==> src/rtl/carregador_programa_uart_if.sv <==
// Interface between the UART program loader and its surroundings: the
// serial input, the instruction-memory write port, the status flags and
// the state of both loader FSMs for observation.
// Optional checksum port is present only with CARREGADOR_SOMA_VERIFICACAO_EN.
//
// Handshake: the write port has no back-pressure. sinal_escrita is a
// one-cycle strobe, and endereco_escrita/dado_escrita are valid in exactly
// that cycle. The memory must accept the write in that cycle.
interface carregador_programa_uart_if #(
    parameter int END_W = 7
);
    logic             rx;
    logic [END_W-1:0] endereco_escrita;
    logic [31:0]      dado_escrita;
    logic             sinal_escrita;
    logic             carregando;
    logic             concluido;
    logic             erro_quadro;
    logic             erro_tamanho;
`ifdef CARREGADOR_SOMA_VERIFICACAO_EN
    logic             erro_soma;
`endif
    logic [1:0]       estado_rx_dbg;
    logic [2:0]       estado_carga_dbg;

    // Loader side: consumes rx and drives the memory write port and the flags.
    modport master (
        input  rx,
        output endereco_escrita, dado_escrita, sinal_escrita,
        output carregando, concluido, erro_quadro, erro_tamanho,
`ifdef CARREGADOR_SOMA_VERIFICACAO_EN
        output erro_soma,
`endif
        output estado_rx_dbg, estado_carga_dbg
    );

    // Host/memory side: drives rx and observes everything else.
    modport slave (
        output rx,
        input  endereco_escrita, dado_escrita, sinal_escrita,
        input  carregando, concluido, erro_quadro, erro_tamanho,
`ifdef CARREGADOR_SOMA_VERIFICACAO_EN
        input  erro_soma,
`endif
        input  estado_rx_dbg, estado_carga_dbg
    );
endinterface

==> src/rtl/carregador_programa_uart.sv <==
// UART program loader. It receives 8N1 bytes, reads a 16-bit big-endian word
// count, and then packs the payload into 32-bit big-endian words. Each word is
// written to instruction memory, starting at word address 0. The core is held
// through carregando until the image is complete.
// Optional feature macro: CARREGADOR_SOMA_VERIFICACAO_EN. When it is defined,
// one trailing XOR checksum byte over the payload is expected and verified.
module carregador_programa_uart #(
    parameter int CLK_HZ = 50000000,
    parameter int BAUD   = 115200,
    parameter int END_W  = 7
) (
    input  logic clock,
    input  logic reset,
    carregador_programa_uart_if.master bus
);
    localparam int DIV_RAW = CLK_HZ / (BAUD * 16);
    localparam int DIV     = (DIV_RAW < 1) ? 1 : DIV_RAW;
    localparam int DIV_W   = (DIV > 1) ? $clog2(DIV) : 1;
    localparam logic [16:0] DEPTH_L = 17'(2 ** END_W);

    typedef enum logic [1:0] {OCIOSO, INICIO, DADOS, PARADA} estado_rx_t;
    typedef enum logic [2:0] {
        CAB_H, CAB_L, PALAVRA, ESCREVE, FIM
`ifdef CARREGADOR_SOMA_VERIFICACAO_EN
        , SOMA
`endif
    } estado_carga_t;

    // ---------------- serial receiver ----------------
    logic             rx_meta_q, rx_sync_q;
    logic [DIV_W-1:0] div_q, div_d;
    logic             tick;
    estado_rx_t       estado_rx_q;
    logic [3:0]       conta_tick_q;
    logic [2:0]       conta_bit_q;
    logic [7:0]       byte_q;
    logic             byte_ok_q;
    logic             espera_alto_q;
    logic             erro_quadro_q;

    // Two-flop synchronizer. It resets to the idle line level.
    always_ff @(posedge clock or posedge reset) begin
        if (reset) begin
            rx_meta_q <= 1'b1;
            rx_sync_q <= 1'b1;
        end else begin
            rx_meta_q <= bus.rx;
            rx_sync_q <= rx_meta_q;
        end
    end

    // Oversampling prescaler. It is held at zero while the receiver is idle.
    always_comb begin
        tick  = 1'b0;
        div_d = div_q;
        if (estado_rx_q == OCIOSO) begin
            div_d = '0;
        end else if (div_q == DIV_W'(DIV - 1)) begin
            div_d = '0;
            tick  = 1'b1;
        end else begin
            div_d = div_q + DIV_W'(1);
        end
    end

    // Prescaler register.
    always_ff @(posedge clock or posedge reset) begin
        if (reset) div_q <= '0;
        else       div_q <= div_d;
    end

    // Receiver FSM. It validates the start bit at mid-bit, samples the data
    // bits every 16 ticks, and checks the stop bit.
    always_ff @(posedge clock or posedge reset) begin
        if (reset) begin
            estado_rx_q   <= OCIOSO;
            conta_tick_q  <= '0;
            conta_bit_q   <= '0;
            byte_q        <= '0;
            byte_ok_q     <= 1'b0;
            espera_alto_q <= 1'b0;
            erro_quadro_q <= 1'b0;
        end else begin
            byte_ok_q <= 1'b0;
            case (estado_rx_q)
                OCIOSO: begin
                    if (!rx_sync_q) begin
                        estado_rx_q  <= INICIO;
                        conta_tick_q <= '0;
                    end
                end
                INICIO: begin
                    if (tick) begin
                        if (conta_tick_q == 4'd7) begin
                            if (!rx_sync_q) begin
                                estado_rx_q  <= DADOS;
                                conta_tick_q <= '0;
                                conta_bit_q  <= '0;
                            end else begin
                                estado_rx_q <= OCIOSO;
                            end
                        end else begin
                            conta_tick_q <= conta_tick_q + 4'd1;
                        end
                    end
                end
                DADOS: begin
                    if (tick) begin
                        if (conta_tick_q == 4'd15) begin
                            conta_tick_q <= '0;
                            byte_q       <= {rx_sync_q, byte_q[7:1]};
                            if (conta_bit_q == 3'd7) estado_rx_q <= PARADA;
                            else                     conta_bit_q <= conta_bit_q + 3'd1;
                        end else begin
                            conta_tick_q <= conta_tick_q + 4'd1;
                        end
                    end
                end
                PARADA: begin
                    if (espera_alto_q) begin
                        // A low stop bit leaves the line low. Wait for it to
                        // go high so that the break is not read as a new start.
                        if (rx_sync_q) begin
                            espera_alto_q <= 1'b0;
                            estado_rx_q   <= OCIOSO;
                        end
                    end else if (tick) begin
                        if (conta_tick_q == 4'd15) begin
                            if (rx_sync_q) begin
                                byte_ok_q   <= 1'b1;
                                estado_rx_q <= OCIOSO;
                            end else begin
                                erro_quadro_q <= 1'b1;
                                espera_alto_q <= 1'b1;
                            end
                        end else begin
                            conta_tick_q <= conta_tick_q + 4'd1;
                        end
                    end
                end
                default: estado_rx_q <= OCIOSO;
            endcase
        end
    end

    // ---------------- loader ----------------
    estado_carga_t    estado_carga_q;
    logic [15:0]      total_q;
    logic [15:0]      indice_q;
    logic [1:0]       conta_byte_q;
    logic [23:0]      palavra_q;
    logic [END_W-1:0] endereco_q;
    logic [31:0]      dado_q;
    logic             sinal_q;
    logic             carregando_q;
    logic             concluido_q;
    logic             erro_tamanho_q;
`ifdef CARREGADOR_SOMA_VERIFICACAO_EN
    logic [7:0]       soma_q;
    logic             erro_soma_q;
`endif

    // Loader FSM. It reads the header, packs the words, issues the writes,
    // and then parks in FIM until the next reset.
    always_ff @(posedge clock or posedge reset) begin
        if (reset) begin
            estado_carga_q <= CAB_H;
            total_q        <= '0;
            indice_q       <= '0;
            conta_byte_q   <= '0;
            palavra_q      <= '0;
            endereco_q     <= '0;
            dado_q         <= '0;
            sinal_q        <= 1'b0;
            carregando_q   <= 1'b1;
            concluido_q    <= 1'b0;
            erro_tamanho_q <= 1'b0;
`ifdef CARREGADOR_SOMA_VERIFICACAO_EN
            soma_q         <= '0;
            erro_soma_q    <= 1'b0;
`endif
        end else begin
            case (estado_carga_q)
                CAB_H: begin
                    if (byte_ok_q) begin
                        total_q[15:8]  <= byte_q;
                        estado_carga_q <= CAB_L;
                    end
                end
                CAB_L: begin
                    if (byte_ok_q) begin
                        total_q[7:0] <= byte_q;
                        if ({total_q[15:8], byte_q} == 16'd0) begin
`ifdef CARREGADOR_SOMA_VERIFICACAO_EN
                            estado_carga_q <= SOMA;
`else
                            estado_carga_q <= FIM;
                            carregando_q   <= 1'b0;
                            concluido_q    <= !erro_quadro_q && !erro_tamanho_q;
`endif
                        end else begin
                            if ({1'b0, total_q[15:8], byte_q} > DEPTH_L)
                                erro_tamanho_q <= 1'b1;
                            estado_carga_q <= PALAVRA;
                        end
                    end
                end
                PALAVRA: begin
                    if (byte_ok_q) begin
`ifdef CARREGADOR_SOMA_VERIFICACAO_EN
                        soma_q <= soma_q ^ byte_q;
`endif
                        palavra_q <= {palavra_q[15:0], byte_q};
                        if (conta_byte_q == 2'd3) begin
                            conta_byte_q   <= '0;
                            estado_carga_q <= ESCREVE;
                            // Words beyond the memory depth are consumed
                            // but never written.
                            if ({1'b0, indice_q} < DEPTH_L) begin
                                sinal_q <= 1'b1;
                                dado_q  <= {palavra_q, byte_q};
                            end
                        end else begin
                            conta_byte_q <= conta_byte_q + 2'd1;
                        end
                    end
                end
                ESCREVE: begin
                    sinal_q    <= 1'b0;
                    endereco_q <= endereco_q + END_W'(1);
                    indice_q   <= indice_q + 16'd1;
                    if (indice_q + 16'd1 == total_q) begin
`ifdef CARREGADOR_SOMA_VERIFICACAO_EN
                        estado_carga_q <= SOMA;
`else
                        estado_carga_q <= FIM;
                        carregando_q   <= 1'b0;
                        concluido_q    <= !erro_quadro_q && !erro_tamanho_q;
`endif
                    end else begin
                        estado_carga_q <= PALAVRA;
                    end
                end
`ifdef CARREGADOR_SOMA_VERIFICACAO_EN
                SOMA: begin
                    if (byte_ok_q) begin
                        estado_carga_q <= FIM;
                        carregando_q   <= 1'b0;
                        if (byte_q == soma_q) begin
                            concluido_q <= !erro_quadro_q && !erro_tamanho_q;
                        end else begin
                            erro_soma_q <= 1'b1;
                            concluido_q <= 1'b0;
                        end
                    end
                end
`endif
                FIM: begin
                    carregando_q <= 1'b0;
                end
                default: estado_carga_q <= CAB_H;
            endcase
        end
    end

    assign bus.endereco_escrita = endereco_q;
    assign bus.dado_escrita     = dado_q;
    assign bus.sinal_escrita    = sinal_q;
    assign bus.carregando       = carregando_q;
    assign bus.concluido        = concluido_q;
    assign bus.erro_quadro      = erro_quadro_q;
    assign bus.erro_tamanho     = erro_tamanho_q;
`ifdef CARREGADOR_SOMA_VERIFICACAO_EN
    assign bus.erro_soma        = erro_soma_q;
`endif
    assign bus.estado_rx_dbg    = estado_rx_q;
    assign bus.estado_carga_dbg = estado_carga_q;
endmodule
==> src/flat_wrapper.sv <==
// flat-port wrapper written by rule: the top's interface ports become plain ports
module carregador_programa_uart_flat 
#(
    parameter int CLK_HZ = 50000000,
    parameter int BAUD   = 115200,
    parameter int END_W  = 7
)
  (clock, reset, bus_rx, bus_endereco_escrita, bus_dado_escrita, bus_sinal_escrita, bus_carregando, bus_concluido, bus_erro_quadro, bus_erro_tamanho, bus_estado_rx_dbg, bus_estado_carga_dbg);
  carregador_programa_uart_if #(.END_W(END_W)) bus_i ();
  input  logic clock;
  input  logic reset;
  input wire logic [$bits(bus_i.rx)-1:0] bus_rx;
  output wire logic [$bits(bus_i.endereco_escrita)-1:0] bus_endereco_escrita;
  output wire logic [$bits(bus_i.dado_escrita)-1:0] bus_dado_escrita;
  output wire logic [$bits(bus_i.sinal_escrita)-1:0] bus_sinal_escrita;
  output wire logic [$bits(bus_i.carregando)-1:0] bus_carregando;
  output wire logic [$bits(bus_i.concluido)-1:0] bus_concluido;
  output wire logic [$bits(bus_i.erro_quadro)-1:0] bus_erro_quadro;
  output wire logic [$bits(bus_i.erro_tamanho)-1:0] bus_erro_tamanho;
  output wire logic [$bits(bus_i.estado_rx_dbg)-1:0] bus_estado_rx_dbg;
  output wire logic [$bits(bus_i.estado_carga_dbg)-1:0] bus_estado_carga_dbg;
  assign bus_i.rx = bus_rx;
  assign bus_endereco_escrita = bus_i.endereco_escrita;
  assign bus_dado_escrita = bus_i.dado_escrita;
  assign bus_sinal_escrita = bus_i.sinal_escrita;
  assign bus_carregando = bus_i.carregando;
  assign bus_concluido = bus_i.concluido;
  assign bus_erro_quadro = bus_i.erro_quadro;
  assign bus_erro_tamanho = bus_i.erro_tamanho;
  assign bus_estado_rx_dbg = bus_i.estado_rx_dbg;
  assign bus_estado_carga_dbg = bus_i.estado_carga_dbg;
  carregador_programa_uart #(.CLK_HZ(CLK_HZ), .BAUD(BAUD), .END_W(END_W)) u_core (.clock(clock), .reset(reset), .bus(bus_i));
endmodule
==> config.mk <==
export PLATFORM = sky130hd
export DESIGN_NAME = carregador_programa_uart_flat
export DESIGN_NICKNAME = d
export VERILOG_FILES = /design/src/rtl/carregador_programa_uart_if.sv /design/src/rtl/carregador_programa_uart.sv /design/src/flat_wrapper.sv
export SDC_FILE = /design/constraint.sdc
export NUM_CORES = 1
export LEC_CHECK = 0
export CAP_MARGIN = 40
export CELL_PAD_IN_SITES_DETAIL_PLACEMENT = 0
export CELL_PAD_IN_SITES_GLOBAL_PLACEMENT = 1
export CORE_MARGIN = 2
export CORE_UTILIZATION = 28
export DETAILED_ROUTE_END_ITERATION = 6
export PLACE_DENSITY_LB_ADDON = 0.1
export SYNTH_ARGS = -nofsm -noshare
export SYNTH_HDL_FRONTEND = slang
export SYNTH_SLANG_ARGS = --single-unit
==> constraint.sdc <==
create_clock -name clock -period 11.7 [get_ports clock]
set_input_delay 1.17 -clock clock [delete_from_list [all_inputs] [get_ports clock]]
set_output_delay 1.17 -clock clock [all_outputs]
set_load 0.02 [all_outputs]
==> key figures, run 1 <==
Status
  • Status: completed

Layout
  • ANT cells: 0
  • Finished Core Util: about 35%
  • Non-Filler Instances: between 800 and 900
  • Layout Nets: 574
  • Commonest non-fill, non-tap cell in the layout: dfrtp_1
  • Share of layout cells above drive strength 1: 22.9%
  • Most frequent cells in the layout: dfrtp_1 (128), mux2_2 (78), clkdlybuf4s50_1 (51)
  • Area grow syn2layout: 23.6%
  • Filler cell count: 2110

Power and ir drop
  • Register share of total power: 45.3%
  • Clock network power share: 53.6%
  • Net Sw Frac: a little under a quarter
  • Switching power: 0.237 mW
  • Combinational share of power: under 10%
  • Internal power: 0.765 mW
  • Peak VDD IR: between 0.0001 and 0.00015 V
  • PwrDens: 134 nW/µm²
  • Leakage power: 3.36 nW

Floorplan
  • Die Wd: 151 µm
  • Die Area: ~23000 µm²
  • Cell row count: 53
  • Initial Utilization: about 29%
  • Core footprint: 21100 µm²
  • # IOs: 52
  • Die Ht: roughly 150 µm

Logic synthesis
  • Syn. warnings: 0
  • Net Count, Synth: 521
  • Synthesized-area fraction occupied by adder cells: 2.49%
  • Top-area cell type share of the netlist area: between 50% and 60%
  • Seq/Total Area, Yosys: 54.4%
  • Post-Synth Simple-Gate Area: roughly an eighth
  • Largest cells by area after synthesis: dfrtp_1 (53%), mux2_2 (15%), xnor2_1 (4.5%), nand2_1 (2.7%), ha_1 (2.5%)
  • Synth Flop Type: dfrtp_1
  • Mapped cell area: 6030 µm²
  • Synth Register Bits: 131
  • Post-synth EDFFs: 0
  • Main combinational cell family by area after synthesis: multiplexers
  • Distinct cells, synth: 60
  • Syn Area/Cell: 11.9 µm²
  • Post-synthesis compound-gate area fraction: 7.28%
  • Mux share of post-synthesis cell area: 15.8%
  • Cell taking the most area after synthesis: dfrtp_1
  • XOR/XNOR share of the synthesized area: 5.52%
  • Fraction of registers with async set/reset: 100%
  • Syn Inst Count: 506

Setup path
  • Slowest CP cell: clkdlybuf4s50_1
  • Crit path required time: 10.53 ns
  • Worst path bufs/invs: 1
  • Cells along the critical path: clkdlybuf4s50_1
  • Slowest cell delay on critical path: 0.66 ns
  • Crit path max fanout: 10
  • CP Launch Type: flop
  • Setup crit end kind: output port
  • CP top delay family: buffers and inverters
  • CP arrival: approximately 1.6 ns
  • CP Class: flop to output port

Timing
  • Final-report max-slew violation count: 0
  • Final worst slack: between 8 and 9 ns
  • Final setup TNS: 0 ns
  • Min cycle time layout: 2.75 ns
  • Achievable clock frequency: 363 MHz
  • Worst slew margin: roughly 45%
  • Worst clock skew: 0.0109 ns
  • RSZ-0062 raised after global routing: no
  • Actual slew at the worst max-slew pin: roughly 0.83 ns
  • Setup violators final: 0
  • Final Hold Viols: 0
  • Final worst path period share: 23.5%

Clocking
  • Clock slew at reported path FFs: approximately 0.070 ns
  • Post-CTS setup buffer count: 0
  • Max H-tree Level: 4
  • Post_cts resized: 0
  • Clock Sinks: 131
  • Worst-Skew Late Latency: between 0.4 and 0.5 ns
  • Longest Clk Path Bufs: 2
  • CTS root buf: clkbuf_16
  • CTS tree: done
  • Hold_buf cts: 0
  • CTS Buf Count: 17

Placed design
  • Placed Cells: 815
  • Buffers on Ports: just over 50
  • Global placement routability congestion: 0.721
  • DP Wirelength: 9140 µm
  • Pre-CTS setup slack: 8.76 ns

Routing
  • Vias: 3974
  • Antenna violation net count after detailed routing: 0
  • Wirelength per Cell: 16.0 µm
  • Starting DRT DRC Count: 125
  • Residual DRC: 0
  • Vias per cell: 4.69
  • Drt pass-1 iters: 4
  • Routed wire length: 13500 µm

GRT
  • First-pass GRT wire length: 22300 µm
  • Largest net degree at the start of global routing: 59
  • Vias in the first global route: 4135
  • Overflow after GRT: 0
  • Initial antenna violation count: 0
  • Overall routing resource usage: 12.8%

Flow run
  • Max-cap violations: 0

Worst hold path
  • Hold Crit Class: flop to flop
-- final cells by class --
| class | count | area, µm² | area share (%) |
|---|---|---|---|
| inverters | 14 | 55.1 | 0.739 |
| flip-flops and latches | 131 | 3280 | 44.0 |
| clock inverters | 14 | 160 | 2.15 |
| multi-input cells | 338 | 2590 | 34.8 |
| repair buffers | 57 | 579 | 7.77 |
| clock buffers | 18 | 439 | 5.89 |
| well taps | 275 | 344 | 4.62 |
-- through the flow --
stage / power (mW) / cell area (µm²) / hold slack, ns
2_1_floorplan: 0.469 / 6030 / 0.345
6_report: 1.00 / 7450 / 0.359
3_3_place_gp: 0.473 / 6820 / 0.348
4_1_cts: 1.02 / 7450 / 0.360
3_5_place_dp: 0.475 / 6860 / 0.349
5_1_grt: 1.04 / 7450 / 0.366
-- sequential cells by signal (all words and copies together) (netlist names), 2 cells and up, named ones only --
signal	flops
u_core.bus.dado_escrita	32
u_core.bus.endereco_escrita	7
u_core.bus.estado_carga_dbg	3
u_core.byte_q	8
u_core.conta_bit_q	3
u_core.conta_byte_q	2
u_core.conta_tick_q	4
u_core.div_q	5
u_core.indice_q	16
u_core.palavra_q	24
u_core.total_q	16
-- metal layers --
metal | wire [µm] | vias up | part of all wire, % | global-route usage, %
met4 | 117 | 0 | 0.86 | 4.07
met1 | 6660 | 2009 | 49 | 17.4
met5 | 0 | - | 0 | 0
met2 | 6340 | 45 | 47 | 19.8
met3 | 407 | 8 | 3.0 | 3.49
li1 | - | 1912 | - | -
-- cell families (layout without fill, tap and decap cells) --
kind of cell               Yosys count  after routing
muxes                               85             85
adders and majority gates           12             12
and+or+nand+nor                    141            141
xor gates and xnor gates            38             38
buffers and inverters               37            103
DFF                                131            131
AOI/OAI and AO/OA                   62             62
-- cell usage after synthesis, drive strengths merged (4+ instances only) --
library cell / n
inv: 14
nor4: 6
nand3: 17
dfrtp: 128
mux2: 82
nor2: 30
xnor2: 31
a21oi: 9
nor3: 10
nor2b: 4
xor2: 7
nand2: 43
a31oi: 7
ha: 12
o21ai: 10
and3: 6
buf: 13
a21o: 4
clkbuf: 10
nand4: 7
-- worst paths after layout --
| check | startpoint | endpoint | slack [ns] | cells past startpoint |
|---|---|---|---|---|
| min in group asynchronous | reset | u_core.div_q[2] | 1.24 | 2 |
| setup reg to reg | u_core.indice_q[0] | u_core.bus.concluido | 8.96 | 8 |
| hold / removal | u_core.rx_meta_q | u_core.rx_sync_q | 0.36 | 0 |
| max in group asynchronous | reset | u_core.bus.carregando | 9.29 | 4 |
| hold reg to reg | u_core.rx_meta_q | u_core.rx_sync_q | 0.36 | 0 |
| setup / recovery | u_core.bus.estado_carga_dbg[0] | bus_estado_carga_dbg[0] | 8.95 | 1 |
-- power by group through the flow --
stage	registers (mW)	logic (mW)	clock network, mW
floorplan	0.462	0.00718	0
global placement	0.463	0.0107	0
detailed placement	0.462	0.0122	0
CTS	0.454	0.0123	0.554
global route	0.454	0.0133	0.578
finish	0.454	0.0112	0.537
(Power assumes the default switching activity.)
==> run 2: changes to the inputs <==
==> constraint.sdc (replaced) <==
create_clock -name clock -period 2.5 [get_ports clock]
set_input_delay 0.25 -clock clock [delete_from_list [all_inputs] [get_ports clock]]
set_output_delay 0.25 -clock clock [all_outputs]
set_load 0.02 [all_outputs]
==> run 2 against run 1 <==
Net effect: via count rose by 3.7%; setup slack worse by 8.8 ns; critical path type is now flop to flop; total power rose to 4.6 times the previous value; register-to-register slack got worse by 8.8 ns.
==> key figures, run 2 (synthesis gave the netlist of run 1 again) <==
Floorplan
  • Initial Utilization: 28.6% (unchanged)
  • Die Ht: 151 µm (unchanged)
  • Core footprint: 21100 µm² (unchanged)
  • Die Area: 22700 µm² (unchanged)
  • Cell row count: 53 (unchanged)
  • # IOs: 52 (unchanged)
  • Die Wd: 151 µm (unchanged)

Timing
  • Final worst slack: 0.117 ns (was 8.95 ns)
  • Final worst path period share: 95.3%
  • Min cycle time layout: 2.38 ns
  • Actual slew at the worst max-slew pin: 0.432 ns (was 0.827 ns)
  • Setup violators final: 0 (unchanged)
  • Final-report max-slew violation count: 0 (unchanged)
  • Final setup TNS: 0 ns (unchanged)
  • Final hold slack: 0.237 ns (was 0.359 ns)
  • Final Hold Viols: 0 (unchanged)
  • Worst clock skew: 0.00766 ns (was 0.0109 ns)
  • Worst slew margin: 71.2% (was 44.7%)
  • Achievable clock frequency: 420 MHz
  • RSZ-0062 raised after global routing: no (unchanged)

Clocking
  • Clock slew at reported path FFs: 0.07 ns (about the same)
  • CTS Buf Count: 17 (unchanged)
  • Max H-tree Level: 4 (unchanged)
  • CTS tree: done (unchanged)
  • CTS root buf: clkbuf_16 (unchanged)
  • Hold_buf cts: 0 (unchanged)
  • Clock Sinks: 131 (unchanged)
  • Longest Clk Path Bufs: 2 (unchanged)
  • Worst-Skew Late Latency: 0.42 ns (about the same)

GRT
  • First-pass GRT wire length: 23500 µm (was 22300 µm)
  • Overflow after GRT: 0 (unchanged)
  • Largest net degree at the start of global routing: 67 (was 59)
  • Initial antenna violation count: 0 (unchanged)
  • Vias in the first global route: 4296 (was 4135)
  • Overall routing resource usage: 13.5% (was 12.8%)

Routing
  • Vias: 4120 (was 3974)
  • Drt pass-1 iters: 4 (unchanged)
  • Vias per cell: 4.69 (about the same)
  • Starting DRT DRC Count: 133 (was 125)
  • Routed wire length: 14100 µm (was 13500 µm)
  • Antenna violation net count after detailed routing: 0 (unchanged)
  • Residual DRC: 0 (unchanged)
  • Wirelength per Cell: 16.0 µm (about the same)

Power and ir drop
  • Leakage power: 3.52 nW (was 3.36 nW)
  • Peak VDD IR: 0.000370 V (was 0.000104 V)
  • PwrDens: 595 nW/µm² (was 134 nW/µm²)

Placed design
  • DP Wirelength: 9610 µm (was 9140 µm)
  • Pre-CTS setup slack: 0.0572 ns (was 8.76 ns)
  • Global placement routability congestion: 0.787 (was 0.721)
  • Buffers on Ports: 51 (unchanged)
  • Placed Area: 7070 µm² (was 6860 µm²)

Layout
  • Filler cell count: 2096 (was 2110)
  • Commonest non-fill, non-tap cell in the layout: dfrtp_1 (unchanged)
  • Layout Nets: 606 (was 574)
  • ANT cells: 0 (unchanged)
  • Most frequent cells in the layout: dfrtp_1 (126), mux2_2 (78), clkdlybuf4s50_1 (51) (was dfrtp_1 (128), mux2_2 (78), clkdlybuf4s50_1 (51))
  • Share of layout cells above drive strength 1: 28.0% (was 22.9%)
  • Largest register FFs: 32 (unchanged)
  • Area grow syn2layout: 27.7% (was 23.6%)
  • Finished Core Util: 36.5% (was 35.4%)
  • Multi-input logic area: 2610 µm² (was 2590 µm²)
  • Design area: 7710 µm² (was 7450 µm²)
  • Reg area: 3280 µm² (about the same)

Setup path
  • Setup crit end kind: flop (was output port)
  • CP Launch Type: flop (unchanged)
  • Slowest CP cell: or4_1 (was clkdlybuf4s50_1)
  • Cells along the critical path: ha_2 > nand3_1 > or4_1 > a32oi_1 > a22oi_1 > nor4_4 > a31oi_1 > mux2_1 (was clkdlybuf4s50_1)
  • Crit path required time: 2.80 ns (was 10.53 ns)
  • R2R Setup Slk: 0.12 ns (was 8.96 ns)
  • Slowest cell delay on critical path: 0.44 ns (was 0.66 ns)
  • Crit path from: u_core.indice_q[0] (was u_core.bus.estado_carga_dbg[0])
  • RR Startpoint: u_core.indice_q[0] (unchanged)
  • CP Class: flop to flop (was flop to output port)
  • Crit path max fanout: 4 (was 10)
  • CP arrival: 2.68 ns (was 1.58 ns)

Worst hold path
  • Hold_sp: bus_rx (was u_core.rx_meta_q)
  • Hold Crit Class: input pin to flop (was flop to flop)

Flow run
  • Max-cap violations: 0 (unchanged)

Status
  • Status: completed (unchanged)
-- run 2: cell type report --
class                   count  area share [%]
clock buffers              18            5.70
clock inverters            14            1.74
inverters                  14           0.731
multi-input cells         338            33.9
flip-flops and latches    131            42.6
well taps                 275            4.47
repair buffers             89            10.9
-- run 2: path summary, 6_finish.rpt --
kind,endpoint,cells after the start
setup / recovery,u_core.bus.concluido,8
hold / removal,u_core.rx_meta_q,1
setup reg to reg,u_core.bus.concluido,8
hold reg to reg,u_core.rx_sync_q,0
max in group asynchronous,u_core.bus.carregando,3
min in group asynchronous,u_core.conta_tick_q[3],3
-- run 2: where the power goes --
part	total, mW	internal [mW]	switching (mW)	leakage [nW]
clock network	2.40	1.35	1.06	0.283
registers	2.13	2.12	0.00227	1.79
logic	0.0539	0.0107	0.0432	1.45
-- run 2: timing repair --
| action | in CTS | in global routing |
|---|---|---|
| gates resized for setup | 0 | 7 |
| setup endpoints to repair | 0 | 5 |
| setup buffers | 0 | 6 |
-- run 2: worst max-delay path: cells and delay by family (launching register included) --
| family | cells | cell delay (ns) |
|---|---|---|
| fa+ha+maj | 1 | 0.23 |
| simple gates | 3 | 0.81 |
| mux | 1 | 0.32 |
| flops | 1 | 0.37 |
| compound gates | 3 | 0.54 |
-- run 2: layer usage --
layer,track usage [%],up-vias,wire (µm)
li1,-,1978,-
met1,17.9,2057,6630
met2,21.2,69,6730
met3,4.10,16,550
met4,4.02,0,183
met5,0,-,0
-- run 2: metrics by stage --
step / power [mW] / instances
after floorplan: 2.20 / 506
after global placement: 2.22 / 841
after detailed placement: 2.22 / 841
after CTS: 4.67 / 873
after global routing: 4.78 / 879
final: 4.58 / 879
==> run 3: changes to the inputs <==
--- a/config.mk
+++ b/config.mk
@@ -5,11 +5,13 @@
 export SDC_FILE = /design/constraint.sdc
 export NUM_CORES = 1
 export LEC_CHECK = 0
+export ABC_AREA = 1
 export CAP_MARGIN = 40
 export CELL_PAD_IN_SITES_DETAIL_PLACEMENT = 0
 export CELL_PAD_IN_SITES_GLOBAL_PLACEMENT = 1
 export CORE_MARGIN = 2
 export CORE_UTILIZATION = 28
+export CTS_BUF_LIST = sky130_fd_sc_hd__clkbuf_8
 export DETAILED_ROUTE_END_ITERATION = 6
 export PLACE_DENSITY_LB_ADDON = 0.1
 export SYNTH_ARGS = -nofsm -noshare
==> run 3 against run 2 <==
Net effect: core utilization fell by 1.8 points; non-clock buffer count decreased by 29; first-iteration DRC count up 79%; critical endpoint is now u_core.conta_bit_q[1]; register-to-register slack better by 0.30 ns; sequential power about the same; synthesized cell count is 41% higher; cell count up 21%; via count rose by 17%; critical path type unchanged; clock skew up 0.0059 ns; global-route usage grew 0.31 points; largest cell class unchanged.
==> key figures, run 3 <==
Status
  • Status: completed (unchanged)

Timing
  • Achievable clock frequency: 480 MHz (was 420 MHz)
  • Final-report max-slew violation count: 0 (unchanged)
  • Worst clock skew: 0.0136 ns (was 0.00766 ns)
  • Actual slew at the worst max-slew pin: 0.617 ns (was 0.432 ns)
  • RSZ-0062 raised after global routing: no (unchanged)
  • Setup violators final: 0 (unchanged)
  • Worst slew margin: 58.8% (was 71.2%)
  • Final Hold Viols: 0 (unchanged)
  • Final worst path period share: 83.3% (was 95.3%)
  • Min cycle time layout: 2.08 ns (was 2.38 ns)
  • Final setup TNS: 0 ns (unchanged)

Setup path
  • Worst path bufs/invs: 3 (was 0)
  • Setup crit end kind: flop (unchanged)
  • Crit path required time: 2.83 ns (was 2.80 ns)
  • Critical Path End: u_core.conta_bit_q[1] (was u_core.bus.concluido)
  • Cells along the critical path: inv_1 > ha_1 > nor2_1 > inv_1 > nand2_1 > inv_1 > nor4_2 > nand2_1 > a32o_1 (was ha_2 > nand3_1 > or4_1 > a32oi_1 > a22oi_1 > nor4_4 > a31oi_1 > mux2_1)
  • Most used cell, CP: inv_1
  • R2R Setup Slk: 0.42 ns (was 0.12 ns)
  • Crit path max fanout: 5 (was 4)
  • Slowest CP cell: dfrtp_1 (was or4_1)
  • CP arrival: 2.41 ns (was 2.68 ns)
  • CP Class: flop to flop (unchanged)
  • RR Startpoint: u_core.bus.estado_rx_dbg[0] (was u_core.indice_q[0])
  • Worst flop-to-flop path endpoint: u_core.conta_bit_q[1] (was u_core.bus.concluido)
  • WP depth: 9 (was 8)
  • Slowest cell delay on critical path: 0.40 ns (was 0.44 ns)
  • Crit path from: u_core.bus.estado_rx_dbg[0] (was u_core.indice_q[0])
  • CP top delay family: simple AND/OR/NAND/NOR gates (unchanged)
  • CP Launch Type: flop (unchanged)
  • Reg2Reg Depth: 9 (was 8)

Worst hold path
  • Hold Crit Class: input pin to flop (unchanged)

Layout
  • Commonest non-fill, non-tap cell in the layout: nand2_1 (was dfrtp_1)
  • Design area: 7350 µm² (was 7710 µm²)
  • Area grow syn2layout: 21.0% (was 27.7%)
  • Share of layout cells above drive strength 1: 7.99% (was 28.0%)
  • Largest register FFs: 32 (unchanged)
  • Most frequent cells in the layout: nand2_1 (181), dfrtp_1 (128), o21ai_0 (102) (was dfrtp_1 (126), mux2_2 (78), clkdlybuf4s50_1 (51))
  • Layout Nets: 790 (was 606)
  • ANT cells: 0 (unchanged)

Routing
  • Wirelength per Cell: 13.9 µm (was 16.0 µm)
  • Antenna violation net count after detailed routing: 0 (unchanged)
  • Residual DRC: 0 (unchanged)
  • Starting DRT DRC Count: 238 (was 133)
  • Drt pass-1 iters: 5 (was 4)
  • Vias per cell: 4.52 (was 4.69)
  • Vias: 4802 (was 4120)
  • Routed wire length: 14800 µm (was 14100 µm)

Placed design
  • DP Wirelength: 10600 µm (was 9610 µm)
  • Buffers on Ports: 51 (unchanged)
  • Global placement routability congestion: 0.757 (was 0.787)
  • Placed Area: 6960 µm² (was 7070 µm²)

Floorplan
  • Die Area: 22900 µm² (was 22700 µm²)
  • Initial Utilization: 28.7% (was 28.6%)
  • Die Wd: 151 µm (about the same)
  • Cell row count: 53 (unchanged)
  • Core footprint: 21200 µm² (was 21100 µm²)
  • # IOs: 52 (unchanged)
  • Die Ht: 151 µm (about the same)

Clocking
  • Hold_buf cts: 0 (unchanged)
  • Clock Sinks: 131 (unchanged)
  • CTS Buf Count: 17 (unchanged)
  • Clock slew at reported path FFs: 0.08 ns (was 0.07 ns)
  • Longest Clk Path Bufs: 2 (unchanged)
  • Post_cts resized: 0 (unchanged)
  • Max H-tree Level: 4 (unchanged)
  • CTS tree: done (unchanged)
  • Worst-Skew Late Latency: 0.45 ns (was 0.42 ns)
  • CTS root buf: clkbuf_8 (was clkbuf_16)
  • Post-CTS setup buffer count: 0 (unchanged)

Logic synthesis
  • Syn Area/Cell: 8.51 µm² (was 11.9 µm²)
  • Net Count, Synth: 729 (was 521)
  • Top-area cell type share of the netlist area: 52.7% (was 53.1%)
  • Syn Inst Count: 714 (was 506)
  • Synth Register Bits: 131 (unchanged)
  • Most frequent cells after synthesis: nand2_1 (181), dfrtp_1 (128), o21ai_0 (102) (was dfrtp_1 (128), mux2_2 (78), nand2_1 (43))
  • Syn. warnings: 0 (unchanged)
  • Fraction of registers with async set/reset: 100% (unchanged)
  • Largest cells by area after synthesis: dfrtp_1 (53%), nand2_1 (11%), o21ai_0 (8.4%), inv_1 (6.1%), nand3_1 (4.4%) (was dfrtp_1 (53%), mux2_2 (15%), xnor2_1 (4.5%), nand2_1 (2.7%), ha_1 (2.5%))
  • Cell taking the most area after synthesis: dfrtp_1 (unchanged)
  • Synth Flop Type: dfrtp_1 (unchanged)
  • Distinct cells, synth: 38 (was 60)
  • Seq/Total Area, Yosys: 54.0% (was 54.4%)
  • Post-synth EDFFs: 0 (unchanged)
  • Mapped cell area: 6080 µm² (was 6030 µm²)
  • Most common cell in the netlist: nand2_1 (was dfrtp_1)

GRT
  • Initial antenna violation count: 0 (unchanged)
  • Largest net degree at the start of global routing: 65 (was 67)
  • Overall routing resource usage: 13.8% (was 13.5%)
  • First-pass GRT wire length: 24500 µm (was 23500 µm)
  • Vias in the first global route: 4777 (was 4296)
  • Overflow after GRT: 0 (unchanged)

Power and ir drop
  • Peak VDD IR: 0.000300 V (was 0.000370 V)
  • Leakage power: 3.30 nW (was 3.52 nW)
  • PwrDens: 540 nW/µm² (was 595 nW/µm²)

Flow run
  • Max-cap violations: 0 (unchanged)
## run 3: changes by cell type after synthesis, moves of 28 or more
cell,delta
nand2_1,+138
o21ai_0,+92
inv_1,+84
mux2_2,-77
nand3_1,+39
xnor2_1,-28
## run 3: kinds of logic after synthesis
group	synth area share [%]
AOI/OAI and AO/OA	10.8
xor gates and xnor gates	2.84
adders and majority gates	2.47
buffers and inverters	7.29
DFF	54.0
muxes	0.185
and+or+nand+nor	22.4
## run 3: worst min path at each step
stage               slack, ns  cells past startpoint          endpoint             start
finish                   0.21                      1  u_core.rx_meta_q            bus_rx
global placement         0.35                      0  u_core.rx_sync_q  u_core.rx_meta_q
CTS                      0.16                      1  u_core.rx_meta_q            bus_rx
detailed placement       0.36                      0  u_core.rx_sync_q  u_core.rx_meta_q
floorplan                0.25                      0  u_core.rx_meta_q            bus_rx
global route             0.16                      1  u_core.rx_meta_q            bus_rx
## run 3: where the power goes
group	internal, mW	leakage, nW	switching [mW]
combinational	0.0108	1.32	0.0467
sequential	2.12	1.80	0.00184
clock	0.843	0.187	0.947
total	2.97	3.30	0.996
## run 3: metal layers
metal / routed length, µm / part of all wire [%] / vias up / GRT usage [%]
li1: - / - / 2423 / -
met4: 153 / 1.0 / 0 / 4.07
met3: 507 / 3.4 / 12 / 3.28
met1: 7190 / 49 / 2286 / 18.9
met2: 6920 / 47 / 81 / 21.7
met5: 0 / 0 / - / 0
## run 3: per-stage QoR
| stage | util [%] | hold slack [ns] | setup slack [ns] | instances | power, mW |
|---|---|---|---|---|---|
| after floorplan | - | 0.254 | 0.566 | 714 | 2.20 |
| after global placement | 32.9 | 0.347 | 0.479 | 1031 | 2.23 |
| after detailed placement | 32.9 | 0.355 | 0.434 | 1031 | 2.23 |
| after CTS | 34.8 | 0.160 | 0.423 | 1063 | 4.06 |
| after global routing | 34.8 | 0.164 | 0.187 | 1063 | 4.15 |
| final | 34.8 | 0.207 | 0.416 | 1063 | 3.97 |
## run 3: area by class of cell
cell class              count  area [µm²]
fillers                  2219       13800
flip-flops and latches    131        3280
multi-input cells         466        2360
repair buffers             60         603
inverters                  99         375
well taps                 275         344
clock buffers              18         248
clock inverters            14         144
